[config.mk]
export PLATFORM = sky130hd
export DESIGN_NAME = i2c_eeprom_slave
export DESIGN_NICKNAME = d
export VERILOG_FILES = /design/src/rtl/i2c_eeprom_slave.sv
export SDC_FILE = /design/constraint.sdc
export NUM_CORES = 2
export LEC_CHECK = 0
export CORE_MARGIN = 2
export CORE_UTILIZATION = 50
export CTS_BUF_LIST = sky130_fd_sc_hd__clkbuf_4
export CTS_CLUSTER_SIZE = 25
export DETAILED_ROUTE_END_ITERATION = 8
export GPL_TIMING_DRIVEN = 0
export MAX_ROUTING_LAYER = met4
export PLACE_DENSITY_LB_ADDON = 0.1
export SLEW_MARGIN = 20
export SYNTH_ARGS = -nofsm -noshare
export SYNTH_HDL_FRONTEND = slang
export SYNTH_SLANG_ARGS = --single-unit
[constraint.sdc]
create_clock -name clk -period 13.8 [get_ports clk]
set_input_delay 2.76 -clock clk [delete_from_list [all_inputs] [get_ports clk]]
set_output_delay 2.76 -clock clk [all_outputs]
set_load 0.03 [all_outputs]
[src/rtl/i2c_eeprom_slave.sv]
// I2C target that behaves like a 256-byte serial EEPROM (write, current-address read, random read).
// Define I2C_EEPROM_WP_EN to add the wp write-protect input.
module i2c_eeprom_slave #(
  parameter logic [6:0] DEV_ADDR    = 7'h50,
  parameter int         AW          = 8,
  parameter int         SYNC_STAGES = 2
) (
  input  logic          clk,
  input  logic          rst,
  input  logic          scl_i,
  input  logic          sda_i,
`ifdef I2C_EEPROM_WP_EN
  input  logic          wp,
`endif
  output logic          sda_oe,
  output logic          busy,
  output logic          wr_pulse,
  output logic [AW-1:0] wr_addr,
  output logic [7:0]    wr_data
);

  typedef enum logic [2:0] {
    IDLE,
    DEVADDR,
    DEVACK,
    WADDR,
    WACK,
    WDATA,
    RDATA,
    RACK
  } state_t;

  state_t state, state_nxt;

  logic [SYNC_STAGES-1:0] scl_sync, sda_sync;
  logic scl_s, sda_s, scl_q, sda_q;
  logic scl_rise, scl_fall, start_det, stop_det;

  logic [3:0]    bit_cnt, bit_cnt_nxt;
  logic [7:0]    shreg, shreg_nxt;
  logic          rw, rw_nxt;
  logic [AW-1:0] ptr, ptr_nxt;
  logic          sda_oe_nxt, busy_nxt, wr_pulse_nxt;
  logic [AW-1:0] wr_addr_nxt;
  logic [7:0]    wr_data_nxt;
  logic          mem_we;
  logic          wp_block;
  logic          byte_done, addr_match, shifting;

  logic [7:0] mem [0:(1<<AW)-1];
  logic [7:0] mem_rd;

`ifdef I2C_EEPROM_WP_EN
  assign wp_block = wp;
`else
  assign wp_block = 1'b0;
`endif

  // Synchronizers reset to 1 so an idle bus never looks like a START after reset.
  always_ff @(posedge clk) begin
    if (rst) begin
      scl_sync <= '1;
      sda_sync <= '1;
      scl_q    <= 1'b1;
      sda_q    <= 1'b1;
    end else begin
      scl_sync <= {scl_sync[SYNC_STAGES-2:0], scl_i};
      sda_sync <= {sda_sync[SYNC_STAGES-2:0], sda_i};
      scl_q    <= scl_s;
      sda_q    <= sda_s;
    end
  end

  assign scl_s     = scl_sync[SYNC_STAGES-1];
  assign sda_s     = sda_sync[SYNC_STAGES-1];
  assign scl_rise  = scl_s & ~scl_q;
  assign scl_fall  = ~scl_s & scl_q;
  assign start_det = scl_s & sda_q & ~sda_s;
  assign stop_det  = scl_s & ~sda_q & sda_s;

  assign byte_done  = (bit_cnt == 4'd8);
  assign addr_match = (shreg[7:1] == DEV_ADDR);
  assign shifting   = (state == DEVADDR) || (state == WADDR) || (state == WDATA);
  assign mem_rd     = mem[ptr];

  always_ff @(posedge clk) begin
    if (rst) state <= IDLE;
    else     state <= state_nxt;
  end

  // A NACK from the master is seen on the rise, so any fall reached in RACK means ACK.
  always_comb begin
    state_nxt = state;
    if (stop_det) begin
      state_nxt = IDLE;
    end else if (start_det) begin
      state_nxt = DEVADDR;
    end else begin
      case (state)
        DEVADDR: if (scl_fall && byte_done) state_nxt = addr_match ? DEVACK : IDLE;
        DEVACK:  if (scl_fall) state_nxt = rw ? RDATA : WADDR;
        WADDR:   if (scl_fall && byte_done) state_nxt = WACK;
        WACK:    if (scl_fall) state_nxt = WDATA;
        WDATA:   if (scl_fall && byte_done) state_nxt = wp_block ? IDLE : WACK;
        RDATA:   if (scl_fall && byte_done) state_nxt = RACK;
        RACK: begin
          if (scl_rise && sda_s) state_nxt = IDLE;
          else if (scl_fall)     state_nxt = RDATA;
        end
        default: state_nxt = IDLE;
      endcase
    end
  end

  // Datapath and bus outputs; every sda_oe change is tied to an scl fall.
  always_comb begin
    sda_oe_nxt   = sda_oe;
    busy_nxt     = busy;
    bit_cnt_nxt  = bit_cnt;
    shreg_nxt    = shreg;
    rw_nxt       = rw;
    ptr_nxt      = ptr;
    wr_pulse_nxt = 1'b0;
    wr_addr_nxt  = wr_addr;
    wr_data_nxt  = wr_data;
    mem_we       = 1'b0;
    if (stop_det) begin
      sda_oe_nxt  = 1'b0;
      busy_nxt    = 1'b0;
      bit_cnt_nxt = 4'd0;
    end else if (start_det) begin
      sda_oe_nxt  = 1'b0;
      bit_cnt_nxt = 4'd0;
    end else begin
      if (scl_rise && shifting && !byte_done) begin
        shreg_nxt   = {shreg[6:0], sda_s};
        bit_cnt_nxt = bit_cnt + 4'd1;
      end
      if (scl_fall) begin
        case (state)
          DEVADDR: begin
            if (byte_done) begin
              bit_cnt_nxt = 4'd0;
              if (addr_match) begin
                sda_oe_nxt = 1'b1;
                rw_nxt     = shreg[0];
                busy_nxt   = 1'b1;
              end else begin
                busy_nxt   = 1'b0;
              end
            end
          end
          DEVACK: begin
            if (rw) begin
              shreg_nxt   = mem_rd;
              sda_oe_nxt  = ~mem_rd[7];
              bit_cnt_nxt = 4'd1;
            end else begin
              sda_oe_nxt  = 1'b0;
              bit_cnt_nxt = 4'd0;
            end
          end
          WADDR: begin
            if (byte_done) begin
              sda_oe_nxt  = 1'b1;
              ptr_nxt     = shreg[AW-1:0];
              bit_cnt_nxt = 4'd0;
            end
          end
          WACK: begin
            sda_oe_nxt  = 1'b0;
            bit_cnt_nxt = 4'd0;
          end
          WDATA: begin
            if (byte_done) begin
              bit_cnt_nxt = 4'd0;
              ptr_nxt     = ptr + AW'(1);
              if (!wp_block) begin
                sda_oe_nxt   = 1'b1;
                mem_we       = 1'b1;
                wr_pulse_nxt = 1'b1;
                wr_addr_nxt  = ptr;
                wr_data_nxt  = shreg;
              end
            end
          end
          RDATA: begin
            if (byte_done) begin
              sda_oe_nxt  = 1'b0;
              ptr_nxt     = ptr + AW'(1);
              bit_cnt_nxt = 4'd0;
            end else begin
              sda_oe_nxt  = ~shreg[6];
              shreg_nxt   = {shreg[6:0], 1'b0};
              bit_cnt_nxt = bit_cnt + 4'd1;
            end
          end
          RACK: begin
            shreg_nxt   = mem_rd;
            sda_oe_nxt  = ~mem_rd[7];
            bit_cnt_nxt = 4'd1;
          end
          default: ;
        endcase
      end
    end
  end

  always_ff @(posedge clk) begin
    if (rst) begin
      sda_oe   <= 1'b0;
      busy     <= 1'b0;
      bit_cnt  <= 4'd0;
      shreg    <= 8'h00;
      rw       <= 1'b0;
      ptr      <= '0;
      wr_pulse <= 1'b0;
      wr_addr  <= '0;
      wr_data  <= 8'h00;
    end else begin
      sda_oe   <= sda_oe_nxt;
      busy     <= busy_nxt;
      bit_cnt  <= bit_cnt_nxt;
      shreg    <= shreg_nxt;
      rw       <= rw_nxt;
      ptr      <= ptr_nxt;
      wr_pulse <= wr_pulse_nxt;
      wr_addr  <= wr_addr_nxt;
      wr_data  <= wr_data_nxt;
    end
  end

  // Storage is deliberately left out of reset, like a real EEPROM array.
  always_ff @(posedge clk) begin
    if (mem_we) mem[ptr] <= shreg;
  end

endmodule

## Yosys cells after proc, flatten, opt, wreduce, memory -nomap -nowiden

Memories as Yosys holds them, arrays and structs flattened. A register that Yosys moved wholly into a read port is not among the register bits.
Cells that the tools add are included.
W data, S select, Z words.

| operators by class | value |
|---|---|
| eq/ne operators | 26 |
| bitwise operators | 14 |
| reduce and logical (&&, ||, !) cells | 22 |
| mux-type cells | 41 |
| $add $sub $neg | 2 |

Operator list:

| kind | count |
|---|---|
| $mux W8 | 8 |
| $mux W3 | 8 |
| $pmux W8 S3 | 1 |
| $reduce_and A6 Y1 | 4 |
| $pmux W4 S5 | 1 |
| $pmux W3 S6 | 1 |
| $mux W4 | 4 |
| $pmux W8 S2 | 1 |
| $mux W1 | 15 |
| $eq A3 B3 Y1 const B | 4 |
| $ne A2 B2 Y1 const B | 6 |
| $ne A3 B3 Y1 const B | 4 |
| $reduce_and A5 Y1 | 2 |
| $add A8 B1 Y8 const B | 1 |
| $ne A2 B1 Y1 const B | 4 |
| $not A1 Y1 | 8 |
| $eq A7 B7 Y1 const B | 1 |
| $and A1 B1 Y1 | 6 |
| $eq A3 B2 Y1 const B | 2 |
| $pmux W1 S6 | 1 |
| $reduce_bool A6 Y1 | 1 |
| $reduce_or A2 Y1 | 3 |
| $reduce_or A3 Y1 | 2 |
| $add A4 B1 Y4 const B | 1 |
| other kinds (12) | 16 |

| storage, ports and cells | value |
|---|---|
| output and inout bits | 19 |
| RAM bits | 2,048 |
| logic and storage cells | 121 |
| memories | 1 |
| register bits after elaboration | 49 |
| bits of input ports | 4 |

Memories:

| memory | words | width | read ports | clocked after memory_dff | wr ports | line | RTL |
|---|---|---|---|---|---|---|---|
| mem | 256 | 8 | 1 | 1 | 1 | 50 | `logic [7:0] mem [0:(1<<AW)-1];` |

## Logic depth before layout (Yosys ltp)

| depth | value |
|---|---|
| word-level depth | 9 |
| depth in mapped cells | 13 |
| depth with buffers taken out | 10 |

## Worst setup path before layout

Ideal clock, no wire load.

| timing | value |
|---|---|
| path kind | register to register |
| from | register shreg[5] |
| to | register rw |
| stages on the path, launching flop included | 7 |
| path buffers | 1 |
| clock period less this slack | 4.974 ns |
| data arrival time | 4.844 ns |
| library setup time | 0.130 ns |
| path slack | 8.826 ns |
| data required time | 13.670 ns |
| cells stage by stage | dfxtp_1 > clkbuf_1 > nor2b_1 > nand4_1 > nor4_1 > mux2i_1 > nor2_1 |

| between the ends | value |
|---|---|
| word-level cells in the longest chain between the ends | 2 |

Ends and longest elaborated chain:

| element | line | RTL |
|---|---|---|
| start, declared | 40 | `logic [7:0] shreg, shreg_nxt;` |
| start signal, assigned | 224 | `shreg <= shreg_nxt;` |
| $eq A7 B7 Y1 | 82 | `assign addr_match = (shreg[7:1] == DEV_ADDR);` |
| $reduce_and A6 Y1 (no source line) | - |  |
| end signal, assigned | 225 | `rw <= rw_nxt;` |
| end, declared | 41 | `logic rw, rw_nxt;` |

No other way between the ends.
A chain may end at the register's enable or synchronous reset.

==> results.sh <==
export IMPL_initial_utilization=0.504
export IMPL_worstMarginPinSlew_ns=1.30
export IMPL_status="finished, final reports clean"
export IMPL_numCtsBuffers=567
export IMPL_grt_pass1_vias=44700
export IMPL_fin_crit_ns=5.92
export IMPL_core_area_mm2=0.163
export IMPL_h_tree_depth=6
export IMPL_vias=45800
export IMPL_tns_ns=0
export IMPL_relSlewSlack=0.130
export IMPL_drt_antenna_violating_nets=0
export IMPL_grt_max_degree=81
export IMPL_wl_met3_mm=37.4
export IMPL_cts_clk_slew_worst_paths_ns=0.07
export IMPL_worstPathMaxFanout=11
export IMPL_ios=23
export IMPL_drive_gt1_frac=0.370
export IMPL_nNetsFinal=4427
export IMPL_yosysWarnings=0
export IMPL_startpoint_type="register"
export IMPL_drc_errors=0
export IMPL_setup_viol=0
export IMPL_yosysMostFrequentCell="edfxtp_1"
export IMPL_num_rows=148
export IMPL_antenna_found_initial=18
export IMPL_hpwl_mm=187
export IMPL_synth_commonest_cells="2048 x edfxtp_1, 618 x mux4_2, 298 x nor2_1"
export IMPL_cts_setup_buffers=0
export IMPL_fin_crit_sh=0.429
export IMPL_crit_arrival_ns=7.26
export IMPL_wl_per_cell_um=40.7
export IMPL_crit_path_end="shreg[4]"
export IMPL_syn_inst=3770
export IMPL_syn_to_final_growth_pct=13.8
export IMPL_met1_length_mm=106
export IMPL_port_buffers=21
export IMPL_reg2reg_depth=10
export IMPL_grt_pass1_wl_mm=380
export IMPL_drt_iter0_drc=8254
export IMPL_synth_largest_area_cell="edfxtp_1"
export IMPL_viasPerCell=6.57
export IMPL_final_seq_area_mm2=0.0627
export IMPL_drt_total_wl_mm=284
export IMPL_cellPowerDensity_mw_per_mm2=133
export IMPL_regToRegEndpoint="shreg[4]"
export IMPL_ys_seq_area_frac=0.764
export IMPL_drtPass1Iterations=6
export IMPL_peakVddDrop_mv=0.0991
export IMPL_required_ns=15.14
export IMPL_netlist_area_mm2=0.0820
export IMPL_n_fill_cell=12300
export IMPL_synth_edff_count=2048
export IMPL_cts_num_sinks=2105
export IMPL_stdcell_area_mm2=0.0934
export IMPL_critPathKind="reg2reg"
export IMPL_synth_area_leaders="edfxtp_1 75%, mux4_2 17%, dfxtp_1 1.4%"
export IMPL_hp_class="reg2reg"
export IMPL_place_area_mm2=0.0865
export IMPL_cts_resized=0
export IMPL_cts_tree="done"
export IMPL_multi_input_area_mm2=0.0182
export IMPL_rsz0062_at_grt="no"
export IMPL_synth_net_count=3780
export IMPL_ys_seq_elements=2105
export IMPL_avgSynthCellArea_um2=21.8
export IMPL_gr_total_overflow=0
export IMPL_wl_met2_mm=124
export IMPL_ys_flop_type="edfxtp_1"
export IMPL_p_leak_nw=29.5
export IMPL_clockBufferDepth=4
export IMPL_cap_viol_max_count=0
export IMPL_holdWs_ns=0.412
export IMPL_highest_layer="met4"
export IMPL_slew_violations=0
export IMPL_critPathCaptureType="register"
export IMPL_die_w_um=409
export IMPL_r2r_slack_ns=7.88
export IMPL_fmax_mhz=169
export IMPL_die_area_mm2=0.167
export IMPL_insertion_delay_ns=1.43
export IMPL_die_y_um=409
export IMPL_place_congestion=1.02
export IMPL_synth_top_area_frac=0.750
export IMPL_hold_buffers=0
export IMPL_hold_viol_final=0
export IMPL_root_buffer="clkbuf_4"
export IMPL_grt_usage=0.353
export IMPL_finClkSkew_ns=0.121
export IMPL_async_flop_share=0
export IMPL_ys_types=58
## worst min-delay path by stage
stage	cells past startpoint	to	start
2_1_floorplan	1	scl_sync[1]	scl_sync[0]
3_3_place_gp	1	scl_sync[1]	scl_sync[0]
3_5_place_dp	1	sda_sync[1]	sda_sync[0]
4_1_cts	1	sda_sync[1]	sda_sync[0]
5_1_grt	1	sda_sync[1]	sda_sync[0]
6_report	1	scl_sync[1]	scl_sync[0]
## logic make-up (layout without fill, tap and decap cells)
kind of cell | count (synthesis) | in the layout | share of synthesized area
compound gates | 176 | 176 | 0.0139
xor+xnor | 1 | 1 | 0.000107
fa+ha+maj | 7 | 7 | 0.00104
buf+inv | 239 | 1250 | 0.0152
flops | 2105 | 2105 | 0.764
mux | 664 | 664 | 0.175
other cells | 0 | 22 | 0
simple gates | 578 | 578 | 0.0305
## layout make-up
| type | instances | area share |
|---|---|---|
| clock inverters | 105 | 0.00662 |
| clock buffers | 828 | 0.0666 |
| repair buffers | 78 | 0.0169 |
| diodes | 22 | 0.000590 |
| inverters | 13 | 0.000523 |
| well taps | 2175 | 0.0291 |
| flip-flops and latches | 2105 | 0.671 |
| plain buffers | 226 | 0.0134 |
| multi-input cells | 1426 | 0.195 |
## report_power, final
part | internal, mW | switching [mW] | leakage (nW)
clock network | 2.88 | 2.60 | 4.14
registers | 6.90 | 0.00112 | 20.0
logic | 0.00410 | 0.00968 | 5.36
total | 9.78 | 2.61 | 29.5
## state kept, by name, indices dropped and copies added, names as in the netlist, named ones only
| signal | count |
|---|---|
| mem | 2048 |
| ptr | 8 |
| shreg | 8 |
| wr_addr | 8 |
| wr_data | 8 |
| bit_cnt | 4 |
| state | 3 |
| scl_sync | 2 |
| sda_sync | 2 |
| busy | 1 |
| rw | 1 |
| scl_q | 1 |
| sda_oe | 1 |
| sda_q | 1 |
| wr_pulse | 1 |
## per-stage QoR
step | utilization | worst slack (ns) | instances | power, mW
CTS | 0.573 | 8.22 | 6956 | 12.4
global route | 0.573 | 8.10 | 6966 | 12.8
detailed placement | 0.531 | 8.22 | 6023 | 7.05
floorplan | - | 8.83 | 3770 | 7.05
finish | 0.574 | 7.88 | 6978 | 12.4
global placement | 0.522 | 5.03 | 5966 | 7.05
## cell usage in the layout (no fill, tap or decap), types with 9 or more instances in the layout
cell type        count
edfxtp_1          2048
clkbuf_4           828
mux4_2             618
nor2_1             272
nand2_1            120
buf_2               86
clkinv_1            72
a21oi_1             60
clkbuf_1            55
nand3_1             51
dfxtp_1             49
mux2i_1             38
buf_16              35
clkbuf_2            34
buf_4               29
nor2_2              26
nor3_1              24
o21ai_0             23
diode_2             22
clkdlybuf4s50_1     21
buf_6               20
buf_12              18
o22ai_1             17
inv_2               17
nor2b_1             16
a22oi_1             14
inv_1               12
nor4_1              11
nand4_1             10
or2_2                9
## metal layers
metal | up-vias | global-route usage
li1 | 17500 | -
met1 | 24200 | 0.472
met2 | 3488 | 0.485
met3 | 657 | 0.114
met4 | 0 | 0.185
met5 | - | -
## critical path, cell delays in order (launching register included)
cell      delay (ns)
dfxtp_1         0.42
clkbuf_1        0.85
buf_2           0.64
buf_2           0.43
buf_2           0.50
clkbuf_1        0.74
clkbuf_1        0.75
nand2_1         0.12
a31oi_1         1.03
a22oi_1         0.16
o211ai_1        0.15
Note: power is estimated with default switching activity, not from simulation.
